--- src/rtl/seg7_pkg.sv ---
// Shared constants for the 7-segment scan counter: segment patterns (bit0=a .. bit6=g)
// and the per-digit radices.
package seg7_pkg;

    localparam int RADIX_DEC = 10;
    localparam int RADIX_HEX = 16;

    localparam logic [6:0] SEG_BLANK = 7'h00;
    localparam logic [6:0] SEG_0 = 7'h3F;
    localparam logic [6:0] SEG_1 = 7'h06;
    localparam logic [6:0] SEG_2 = 7'h5B;
    localparam logic [6:0] SEG_3 = 7'h4F;
    localparam logic [6:0] SEG_4 = 7'h66;
    localparam logic [6:0] SEG_5 = 7'h6D;
    localparam logic [6:0] SEG_6 = 7'h7D;
    localparam logic [6:0] SEG_7 = 7'h07;
    localparam logic [6:0] SEG_8 = 7'h7F;
    localparam logic [6:0] SEG_9 = 7'h6F;
    localparam logic [6:0] SEG_A = 7'h77;
    localparam logic [6:0] SEG_B = 7'h7C;
    localparam logic [6:0] SEG_C = 7'h39;
    localparam logic [6:0] SEG_D = 7'h5E;
    localparam logic [6:0] SEG_E = 7'h79;
    localparam logic [6:0] SEG_F = 7'h71;

endpackage

--- src/rtl/seg7_decode.sv ---
// Combinational 4-bit value to 7-segment pattern decoder with a blanking override.
module seg7_decode
    import seg7_pkg::*;
(
    input  logic [3:0] value,
    input  logic       blank,
    output logic [6:0] pattern
);

    always_comb begin
        pattern = SEG_BLANK;
        if (!blank) begin
            case (value)
                4'h0:    pattern = SEG_0;
                4'h1:    pattern = SEG_1;
                4'h2:    pattern = SEG_2;
                4'h3:    pattern = SEG_3;
                4'h4:    pattern = SEG_4;
                4'h5:    pattern = SEG_5;
                4'h6:    pattern = SEG_6;
                4'h7:    pattern = SEG_7;
                4'h8:    pattern = SEG_8;
                4'h9:    pattern = SEG_9;
                4'hA:    pattern = SEG_A;
                4'hB:    pattern = SEG_B;
                4'hC:    pattern = SEG_C;
                4'hD:    pattern = SEG_D;
                4'hE:    pattern = SEG_E;
                default: pattern = SEG_F;
            endcase
        end
    end

endmodule

--- src/rtl/seg7_scan_counter.sv ---
// Multi-digit decimal/hex up/down counter with prescaled tick, multiplexed digit scan
// and optional leading-zero blanking.
module seg7_scan_counter
    import seg7_pkg::*;
#(
    parameter int NUM_DIGITS = 4,
    parameter int TICK_DIV   = 10_000_000,
    parameter int SCAN_DIV   = 10_000
) (
    input  logic                  clk,
    input  logic                  rst_n,
    input  logic                  ena,
    input  logic                  count_en,
    input  logic                  up_dn,
    input  logic                  mode_hex,
    input  logic                  blank_lz,
    input  logic                  clear,
    output logic [6:0]            segments,
    output logic [NUM_DIGITS-1:0] digit_sel,
    output logic                  rollover
);

    localparam int PW = (TICK_DIV > 1) ? $clog2(TICK_DIV) : 1;
    localparam int SW = (SCAN_DIV > 1) ? $clog2(SCAN_DIV) : 1;
    localparam int IW = (NUM_DIGITS > 1) ? $clog2(NUM_DIGITS) : 1;

    localparam logic [PW-1:0]         TICK_LAST = PW'(TICK_DIV - 1);
    localparam logic [SW-1:0]         SCAN_LAST = SW'(SCAN_DIV - 1);
    localparam logic [IW-1:0]         IDX_LAST  = IW'(NUM_DIGITS - 1);
    localparam logic [NUM_DIGITS-1:0] SEL_ONE   = NUM_DIGITS'(1);

    logic [PW-1:0]         presc;
    logic [SW-1:0]         scan_cnt;
    logic [IW-1:0]         scan_idx;
    logic                  mode_q;
    logic [3:0]            digits [NUM_DIGITS];
    logic [NUM_DIGITS:0]   carry;
    logic [NUM_DIGITS-1:0] zero_from;
    logic                  tick;
    logic                  step;
    logic                  wipe;
    logic [3:0]            digit_max;
    logic                  blank_sel;
    logic [6:0]            dec_pattern;

    assign tick      = (presc == TICK_LAST);
    assign step      = tick & count_en;
    // A radix change invalidates the stored digits, so it wipes them like clear does.
    assign wipe      = clear | (mode_hex != mode_q);
    assign digit_max = mode_hex ? 4'(RADIX_HEX - 1) : 4'(RADIX_DEC - 1);
    assign carry[0]  = 1'b1;

    always_ff @(posedge clk or negedge rst_n) begin
        if (!rst_n) begin
            presc  <= '0;
            mode_q <= 1'b0;
        end else if (ena) begin
            presc  <= (clear || tick) ? '0 : presc + PW'(1);
            mode_q <= mode_hex;
        end
    end

    // Each digit advances only when every lower digit sits at its wrap value.
    for (genvar i = 0; i < NUM_DIGITS; i++) begin : g_digit
        logic at_edge;
        assign at_edge    = up_dn ? (digits[i] == digit_max) : (digits[i] == 4'd0);
        assign carry[i+1] = carry[i] & at_edge;

        if (i == NUM_DIGITS - 1) begin : g_top
            assign zero_from[i] = (digits[i] == 4'd0);
        end else begin : g_low
            assign zero_from[i] = (digits[i] == 4'd0) & zero_from[i+1];
        end

        always_ff @(posedge clk or negedge rst_n) begin
            if (!rst_n) begin
                digits[i] <= '0;
            end else if (ena) begin
                if (wipe) begin
                    digits[i] <= '0;
                end else if (step && carry[i]) begin
                    if (at_edge) begin
                        digits[i] <= up_dn ? 4'd0 : digit_max;
                    end else begin
                        digits[i] <= up_dn ? digits[i] + 4'd1 : digits[i] - 4'd1;
                    end
                end
            end
        end
    end

    always_ff @(posedge clk or negedge rst_n) begin
        if (!rst_n) begin
            scan_cnt <= '0;
            scan_idx <= '0;
        end else if (ena) begin
            if (scan_cnt == SCAN_LAST) begin
                scan_cnt <= '0;
                scan_idx <= (scan_idx == IDX_LAST) ? '0 : scan_idx + IW'(1);
            end else begin
                scan_cnt <= scan_cnt + SW'(1);
            end
        end
    end

    assign blank_sel = blank_lz & (scan_idx != '0) & zero_from[scan_idx];

    seg7_decode u_decode (
        .value   (digits[scan_idx]),
        .blank   (blank_sel),
        .pattern (dec_pattern)
    );

    always_ff @(posedge clk or negedge rst_n) begin
        if (!rst_n) begin
            segments  <= '0;
            digit_sel <= '0;
            rollover  <= 1'b0;
        end else if (ena) begin
            segments  <= dec_pattern;
            digit_sel <= SEL_ONE << scan_idx;
            rollover  <= step & carry[NUM_DIGITS] & ~wipe;
        end else begin
            rollover  <= 1'b0;
        end
    end

endmodule
--- config.mk ---
export PLATFORM = sky130hd
export DESIGN_NAME = seg7_scan_counter
export DESIGN_NICKNAME = d
export VERILOG_FILES = /design/src/rtl/seg7_pkg.sv /design/src/rtl/seg7_decode.sv /design/src/rtl/seg7_scan_counter.sv
export SDC_FILE = /design/constraint.sdc
export NUM_CORES = 1
export LEC_CHECK = 0
export ABC_AREA = 1
export CAP_MARGIN = 20
export CORE_MARGIN = 2
export CORE_UTILIZATION = 32
export CTS_BUF_LIST = sky130_fd_sc_hd__clkbuf_8
export DETAILED_ROUTE_END_ITERATION = 8
export PLACE_DENSITY = 0.44
export SLEW_MARGIN = 5
export SYNTH_ARGS = -nofsm -noshare
export SYNTH_HDL_FRONTEND = slang
export SYNTH_SLANG_ARGS = --single-unit
--- constraint.sdc ---
create_clock -name clk -period 3.77 [get_ports clk]
set_clock_uncertainty 0.05 [all_clocks]
set_input_delay 0.377 -clock clk [delete_from_list [all_inputs] [get_ports clk]]
set_output_delay 0.377 -clock clk [all_outputs]
set_load 0.01 [all_outputs]
==> results by group, run 1 <==
Outcome
  – Outcome: finished, final reports clean

Cells and area
  – Most common cell after layout, fill and taps aside: sky130_fd_sc_hd__nand2_1
  – Fraction of final layout cells with drive strength greater than 1: 0.0559
  – Commonest non-fill, non-tap cells in the layout: 198 x sky130_fd_sc_hd__nand2_1, 96 x sky130_fd_sc_hd__inv_1, 74 x sky130_fd_sc_hd__nor2_1
  – Count of filler cells inserted in the layout: 1,619
  – Area of all placed cells without fillers: between 5000 and 6000 sq um
  – Number of inserted diodes: 0
  – Final std cells w/o fill: 899
  – Area overhead of the layout relative to synthesis: 11.1%
  – Nets@finish: between 700 and 800

Clocking
  – H-tree level count: 3
  – Clock edge transition at the registers on the reported setup and hold paths: 0.08 ns
  – CTS sink count: 69
  – Number of gates resized after cts: 0
  – Insertion delay of the later-clocked pin in the worst-skew pair: 0.36 ns
  – Count of buffers added by post-CTS timing repair for setup: 0
  – CTS tree: done
  – Clock tree root buffer cell: sky130_fd_sc_hd__clkbuf_8
  – Cts bufs inserted: 9
  – Hold Buf Count CTS: 0
  – Deepest clock path buffer count: 2

Global route
  – Overall Global Routing Usage: 0.162
  – Initial antenna violation count: 0
  – Largest net degree at the start of global routing: 70
  – Vias in the first global route: 4,415
  – Sum of overflow across all layers after global routing: 0
  – First-pass GRT wire length: 20,900 um

Critical path
  – Path type of the worst setup path: register to register
  – Crit path max fanout: 14
  – Crit path required time: 3.96 ns
  – Worst setup EP type: register
  – Endpoint arrival time on the critical path: 2.46 ns
  – Crit start category: register

Routing
  – Count of TritonRoute iterations in the first routing pass: 4
  – Routed length per instance: around 14 um
  – Vias/cell: 4.90
  – Starting DRT DRC Count: between 200 and 300
  – Via total after detailed routing: 4,404
  – Sum of routed wire length over all layers: 12,100 um
  – Count of unresolved DRC violations after routing: 0
  – Count of nets left with antenna violations after detail routing: 0

Timing
  – Transition time of the tightest slew-check pin: 0.900 ns
  – Max-slew violation count: 0
  – Final Hold Fails: 0
  – Worst relative slew slack: 0.400
  – Setup TNS after final layout: 0 ns
  – Fmax achieved: 441 MHz
  – Post-layout minimum cycle time: 2.27 ns
  – # setup viols final: 0
  – RSZ-0062 raised after global routing: false
  – Final cycle utilization of the critical path: 0.602

Min path
  – Worst min-delay path class: input port to async pin

Floorplanning
  – Chip width: 127 um
  – Floorplan die area: 16,100 sq um
  – Effective utilization at floorplan: 0.329
  – Vertical extent of the die: 127 um
  – # IOs: 20
  – Rows: 44
  – Core area: roughly 15,000 sq um

Yosys
  – Synthesized netlist net count: a little over 700
  – Cell variety after synth: 39
  – Fraction of synthesis flops using an asynchronous set or reset pin: 1.00
  – Number of synthesized flops with an enable pin: 0
  – Flops & latches, synth: 69
  – Post-synthesis area per instance: 6.99 sq um
  – Part of the Yosys area used for sequential elements: 0.358
  – Top cells by area in the synthesized netlist: sky130_fd_sc_hd__dfrtp_1 36%, sky130_fd_sc_hd__nand2_1 15%, sky130_fd_sc_hd__inv_1 7.2%
  – Cell count after synthesis: just under 700
  – Primary flip-flop cell chosen by synthesis mapping: sky130_fd_sc_hd__dfrtp_1
  – Count of synthesis-stage warnings from yosys: 0
  – Top cell type by total area after synthesis: sky130_fd_sc_hd__dfrtp_1
  – Netlist Area Pre-Place: 4820 sq um
  – Proportion of netlist area held by the largest area contributor: 0.358

Placed design
  – Total placed instance area: between 5000 and 6000 sq um
  – Post-detailed-placement half-perimeter wirelength: 9100 um
  – DP Cell Count: ~880
  – Global placer's final weighted congestion: 0.842
  – Number of port buffers: 19

Power and ir drop
  – Power after layout: 1960 uW
  – Max VDD drop: between 200 and 250 uV
  – Pwr Density: 366 nW/um^2
  – Static Leak: 0.00265 uW

Flow run
  – Maxcap violations: 0
[report_power, final]
part	switching [uW]	total, uW	internal (uW)
sequential	104	931	828
combinational	312	501	189
clock	298	527	229
total	713	1960	1250
[cell usage after synthesis, types with 2 or more instances]
library cell / number
sky130_fd_sc_hd__nand3_1: 62
sky130_fd_sc_hd__ha_1: 20
sky130_fd_sc_hd__nand2_2: 5
sky130_fd_sc_hd__dfrtp_1: 69
sky130_fd_sc_hd__xnor2_1: 2
sky130_fd_sc_hd__xor2_1: 19
sky130_fd_sc_hd__o21ai_1: 3
sky130_fd_sc_hd__inv_2: 4
sky130_fd_sc_hd__buf_2: 3
sky130_fd_sc_hd__o21ai_0: 29
sky130_fd_sc_hd__nor2_1: 74
sky130_fd_sc_hd__clkbuf_1: 3
sky130_fd_sc_hd__nand4_1: 23
sky130_fd_sc_hd__nor3_1: 17
sky130_fd_sc_hd__o21ai_2: 2
sky130_fd_sc_hd__a21oi_1: 25
sky130_fd_sc_hd__inv_1: 93
sky130_fd_sc_hd__nor2_2: 2
sky130_fd_sc_hd__a21boi_0: 5
sky130_fd_sc_hd__nor4_1: 4
sky130_fd_sc_hd__nand2_1: 198
sky130_fd_sc_hd__buf_4: 4
sky130_fd_sc_hd__fa_1: 4
sky130_fd_sc_hd__buf_1: 2
sky130_fd_sc_hd__nor3_4: 2
sky130_fd_sc_hd__a211oi_1: 2
[layout make-up]
| cell class | instances | area (sq um) | area share |
|---|---|---|---|
| timing repair buffer | 22 | 210 | 0.0393 |
| inverter | 97 | 364 | 0.0680 |
| sequential | 69 | 1730 | 0.322 |
| multi-input combinational | 511 | 2660 | 0.497 |
| clock inverter | 7 | 36.3 | 0.00678 |
| tap | 184 | 230 | 0.0430 |
| clock buffer | 9 | 124 | 0.0231 |
[per-stage QoR]
| stage | hold WS (ns) | util | setup WS, ns |
|---|---|---|---|
| finish | 0.0619 | 0.366 | 1.50 |
| global route | 0.146 | 0.366 | 1.27 |
| CTS | 0.118 | 0.366 | 1.48 |
| detailed placement | 0.421 | 0.355 | 1.19 |
| global placement | 0.416 | 0.355 | 1.22 |
| floorplan | 0.0314 | - | 1.98 |
[metal layers]
layer / part of all wire / global-route usage / routed length (um) / up-vias
li1: - / - / - / 2257
met1: 0.46 / 0.197 / 5540 / 2067
met2: 0.49 / 0.279 / 5960 / 56
met3: 0.028 / 0.0337 / 337 / 24
met4: 0.025 / 0.0659 / 308 / 0
met5: 0 / 0 / 0 / -
[worst paths after layout]
| kind | from | endpoint | slack, ns | depth (start not counted) |
|---|---|---|---|---|
| min | rst_n | presc[15] | 0.06 | 1 |
| max reg2reg | scan_idx[0] | segments[2] | 1.50 | 9 |
| max in group asynchronous | rst_n | digits[11] | 2.99 | 1 |
| min in group clk | digit_sel[2] | digit_sel[2] | 0.43 | 2 |
| min reg2reg | digit_sel[2] | digit_sel[2] | 0.43 | 2 |
| max | scan_idx[0] | segments[2] | 1.50 | 9 |
[worst max-delay path, cell delays in order, from the launching register on]
cell                       delay (ns)
sky130_fd_sc_hd__dfrtp_1         0.62
sky130_fd_sc_hd__inv_2           0.20
sky130_fd_sc_hd__nand2_1         0.10
sky130_fd_sc_hd__nand3_1         0.08
sky130_fd_sc_hd__nand2_1         0.20
sky130_fd_sc_hd__inv_1           0.11
sky130_fd_sc_hd__ha_1            0.26
sky130_fd_sc_hd__o21ai_0         0.24
sky130_fd_sc_hd__a21boi_0        0.20
sky130_fd_sc_hd__o21ai_0         0.09
[registers in the layout (all words and copies together) (netlist names)]
name,cells
digits,16
scan_cnt,14
rollover,1
segments,7
presc,24
digit_sel,4
mode_q,1
scan_idx,2
[cells by family after synthesis]
group | Yosys count | share of synthesized area
DFF | 69 | 0.358
adders and majority gates | 24 | 0.0686
xor gates and xnor gates | 21 | 0.0382
AOI/OAI and AO/OA | 68 | 0.0766
and+or+nand+nor | 398 | 0.370
buffers and inverters | 109 | 0.0888
Note: power is estimated with default switching activity, not from simulation.
==> inputs of run 2 (changes only) <==
- PLACE_DENSITY: 0.44 -> 0.46
- clock period: 3.77 -> 1.9 ns (I/O delays scaled with it)
==> run 2 against run 1 <==
  * Cell count grew 7.3%
  * Sequential cell count is the same
  * Utilization grew 4.2 points
  * First-iteration DRC count grew 2.5%
  * Register-to-register slack lost 1.4 ns
  * Sequential share of layout area shrank 3.3 points
  * Setup slack lost 1.4 ns
  * Combinational power grew 140%
  * Via count grew 6.3%
  * Non-clock buffer count grew 66
==> results by group, run 2 (same netlist as run 1, synthesis figures left out) <==
Outcome
  – Outcome: finished, final reports clean

Routing
  – Via total after detailed routing: 4,681
  – Count of nets left with antenna violations after detail routing: 0
  – Routed length per instance: 13.4 um
  – WL met2: 6110 um
  – M1 WL: slightly above 6000 um
  – Starting DRT DRC Count: 286
  – Count of unresolved DRC violations after routing: 0
  – Sum of routed wire length over all layers: 12,900 um
  – Count of TritonRoute iterations in the first routing pass: 4
  – Top sig layer: met4
  – Routed met3 length: 314 um
  – Vias/cell: a little under 5

Global route
  – Largest net degree at the start of global routing: 28
  – Overall Global Routing Usage: 0.174
  – Vias in the first global route: around 4,700
  – Initial antenna violation count: 0
  – First-pass GRT wire length: approximately 22,000 um
  – Sum of overflow across all layers after global routing: 0

Power and ir drop
  – Max VDD drop: 266 uV
  – Pwr Density: 739 nW/um^2
  – Static Leak: 0.00300 uW

Timing
  – RSZ-0062 raised after global routing: true
  – Final Hold Fails: 0
  – Worst relative slew slack: 0.716
  – Fmax achieved: between 500 and 600 MHz
  – Max-slew violation count: 0
  – # setup viols final: 0
  – Fin Hold WS: 0.259 ns
  – Final cycle utilization of the critical path: 0.937
  – Post-layout minimum cycle time: 1.78 ns
  – Transition time of the tightest slew-check pin: 0.423 ns

Critical path
  – FF-to-FF setup slack: 0.12 ns
  – Reg2Reg Capture Point: digits[6]
  – Endpoint arrival time on the critical path: 2.03 ns
  – Crit start category: register
  – Length in cells of the worst reg-to-reg path: 6
  – Crit Reg-Reg Startpoint: digits[4]
  – Endpoint of the worst setup timing path: digits[6]
  – Path type of the worst setup path: register to register
  – Critical path origin: digits[4]
  – Crit path max fanout: 5
  – Crit path required time: 2.15 ns
  – Worst setup EP type: register

Cells and area
  – Most common cell after layout, fill and taps aside: sky130_fd_sc_hd__nand2_1
  – Fraction of final layout cells with drive strength greater than 1: 0.159
  – Area overhead of the layout relative to synthesis: 24.0%
  – Count of filler cells inserted in the layout: 1,549
  – Largest registers: presc: 24 flops, digits: 16 flops, scan_cnt: 14 flops
  – Commonest non-fill, non-tap cells in the layout: 195 x sky130_fd_sc_hd__nand2_1, 90 x sky130_fd_sc_hd__inv_1, 70 x sky130_fd_sc_hd__nor2_1
  – Nets@finish: 808
  – Largest register by flop count: presc
  – Number of inserted diodes: 0
  – Flip-flop count of the largest register, all copies and words added: 24
  – Area of all placed cells without fillers: approximately 6000 sq um

Floorplanning
  – Vertical extent of the die: 127 um
  – Effective utilization at floorplan: 0.329
  – Core area: 14,600 sq um
  – # IOs: 20
  – Floorplan die area: ~16,000 sq um
  – Chip width: 127 um
  – Rows: 44

Clocking
  – Clock edge transition at the registers on the reported setup and hold paths: 0.09 ns
  – H-tree level count: 3
  – Deepest clock path buffer count: 2
  – Clock tree root buffer cell: sky130_fd_sc_hd__clkbuf_8
  – CTS sink count: 69
  – Insertion delay of the later-clocked pin in the worst-skew pair: 0.37 ns
  – CTS tree: done
  – Cts bufs inserted: 9

Placed design
  – Number of port buffers: 19
  – Post-detailed-placement half-perimeter wirelength: 10,000 um
  – Total placed instance area: about 5700 sq um
  – Global placer's final weighted congestion: 0.878

Flow run
  – Maxcap violations: 0

Min path
  – Worst min-delay path class: input port to async pin
## run 2: how the worst min path moves through the flow
stage | slack [ns] | to
detailed placement | 0.11 | presc[10]
global placement | 0.11 | presc[12]
floorplan | -0.16 | digit_sel[0]
CTS | 0.25 | presc[12]
global route | 0.28 | rollover
finish | 0.26 | digits[15]
## run 2: power by group
part | internal (uW) | total (uW) | switching [uW]
sequential | 1640 | 1810 | 166
clock | 773 | 1400 | 626
combinational | 517 | 1210 | 691
## run 2: timing repair
item	in CTS	in global routing
buffers inserted	1	3
hold buffers	1	0
hold endpoints to repair	24	0
pin swaps	1	2
setup endpoints to repair	1	37
resized for setup	2	22
## run 2: critical path, stage by stage, from the launching register on
cell and delay [ns]:
sky130_fd_sc_hd__dfrtp_1 0.48, sky130_fd_sc_hd__inv_1 0.17, sky130_fd_sc_hd__fa_1 0.43, sky130_fd_sc_hd__xor2_1 0.16, sky130_fd_sc_hd__o21ai_0 0.21, sky130_fd_sc_hd__nand4_1 0.12, sky130_fd_sc_hd__nand2_1 0.09
## run 2: layout make-up
cell class,count,area (sq um),area share
inverter,97,364,0.0609
sequential,69,1730,0.289
clock buffer,10,138,0.0230
clock inverter,6,86.3,0.0145
multi-input combinational,511,2720,0.455
timing repair buffer,88,708,0.119
tap,184,230,0.0385
## run 2: layer usage
| metal | up-vias | GRT usage |
|---|---|---|
| met5 | - | 0 |
| met4 | 0 | 0.0808 |
| met3 | 26 | 0.0228 |
| met2 | 72 | 0.288 |
| met1 | 2198 | 0.226 |
| li1 | 2385 | - |
## run 2: per-stage QoR
| step | setup WS [ns] | cells | total power [uW] | utilization | setup TNS (ns) |
|---|---|---|---|---|---|
| floorplan | 0.114 | 689 | 2520 | - | 0 |
| global placement | -0.0999 | 944 | 3010 | 0.386 | -1.42 |
| detailed placement | -0.188 | 944 | 3030 | 0.386 | -1.81 |
| CTS | 0.00805 | 962 | 4460 | 0.403 | 0 |
| global route | -0.0214 | 965 | 4740 | 0.408 | -0.0420 |
| finish | 0.120 | 965 | 4410 | 0.408 | 0 |
==> inputs of run 3 (changes only) <==
--- a/constraint.sdc
+++ b/constraint.sdc
@@ -3,3 +3,3 @@
 set_input_delay 0.19 -clock clk [delete_from_list [all_inputs] [get_ports clk]]
 set_output_delay 0.19 -clock clk [all_outputs]
-set_load 0.01 [all_outputs]
+set_load 0.05 [all_outputs]
==> results of run 3 <==
The final DEF is identical to that of run 2. Status: finished, final reports clean.
Among the figures that moved: setup slack after layout 0.120 ns -> 0.0951 ns; start point of the critical path digits[4] -> digit_sel[3]; end point of the critical path digits[6] -> digit_sel[3]; total power 4410 uW -> 4530 uW
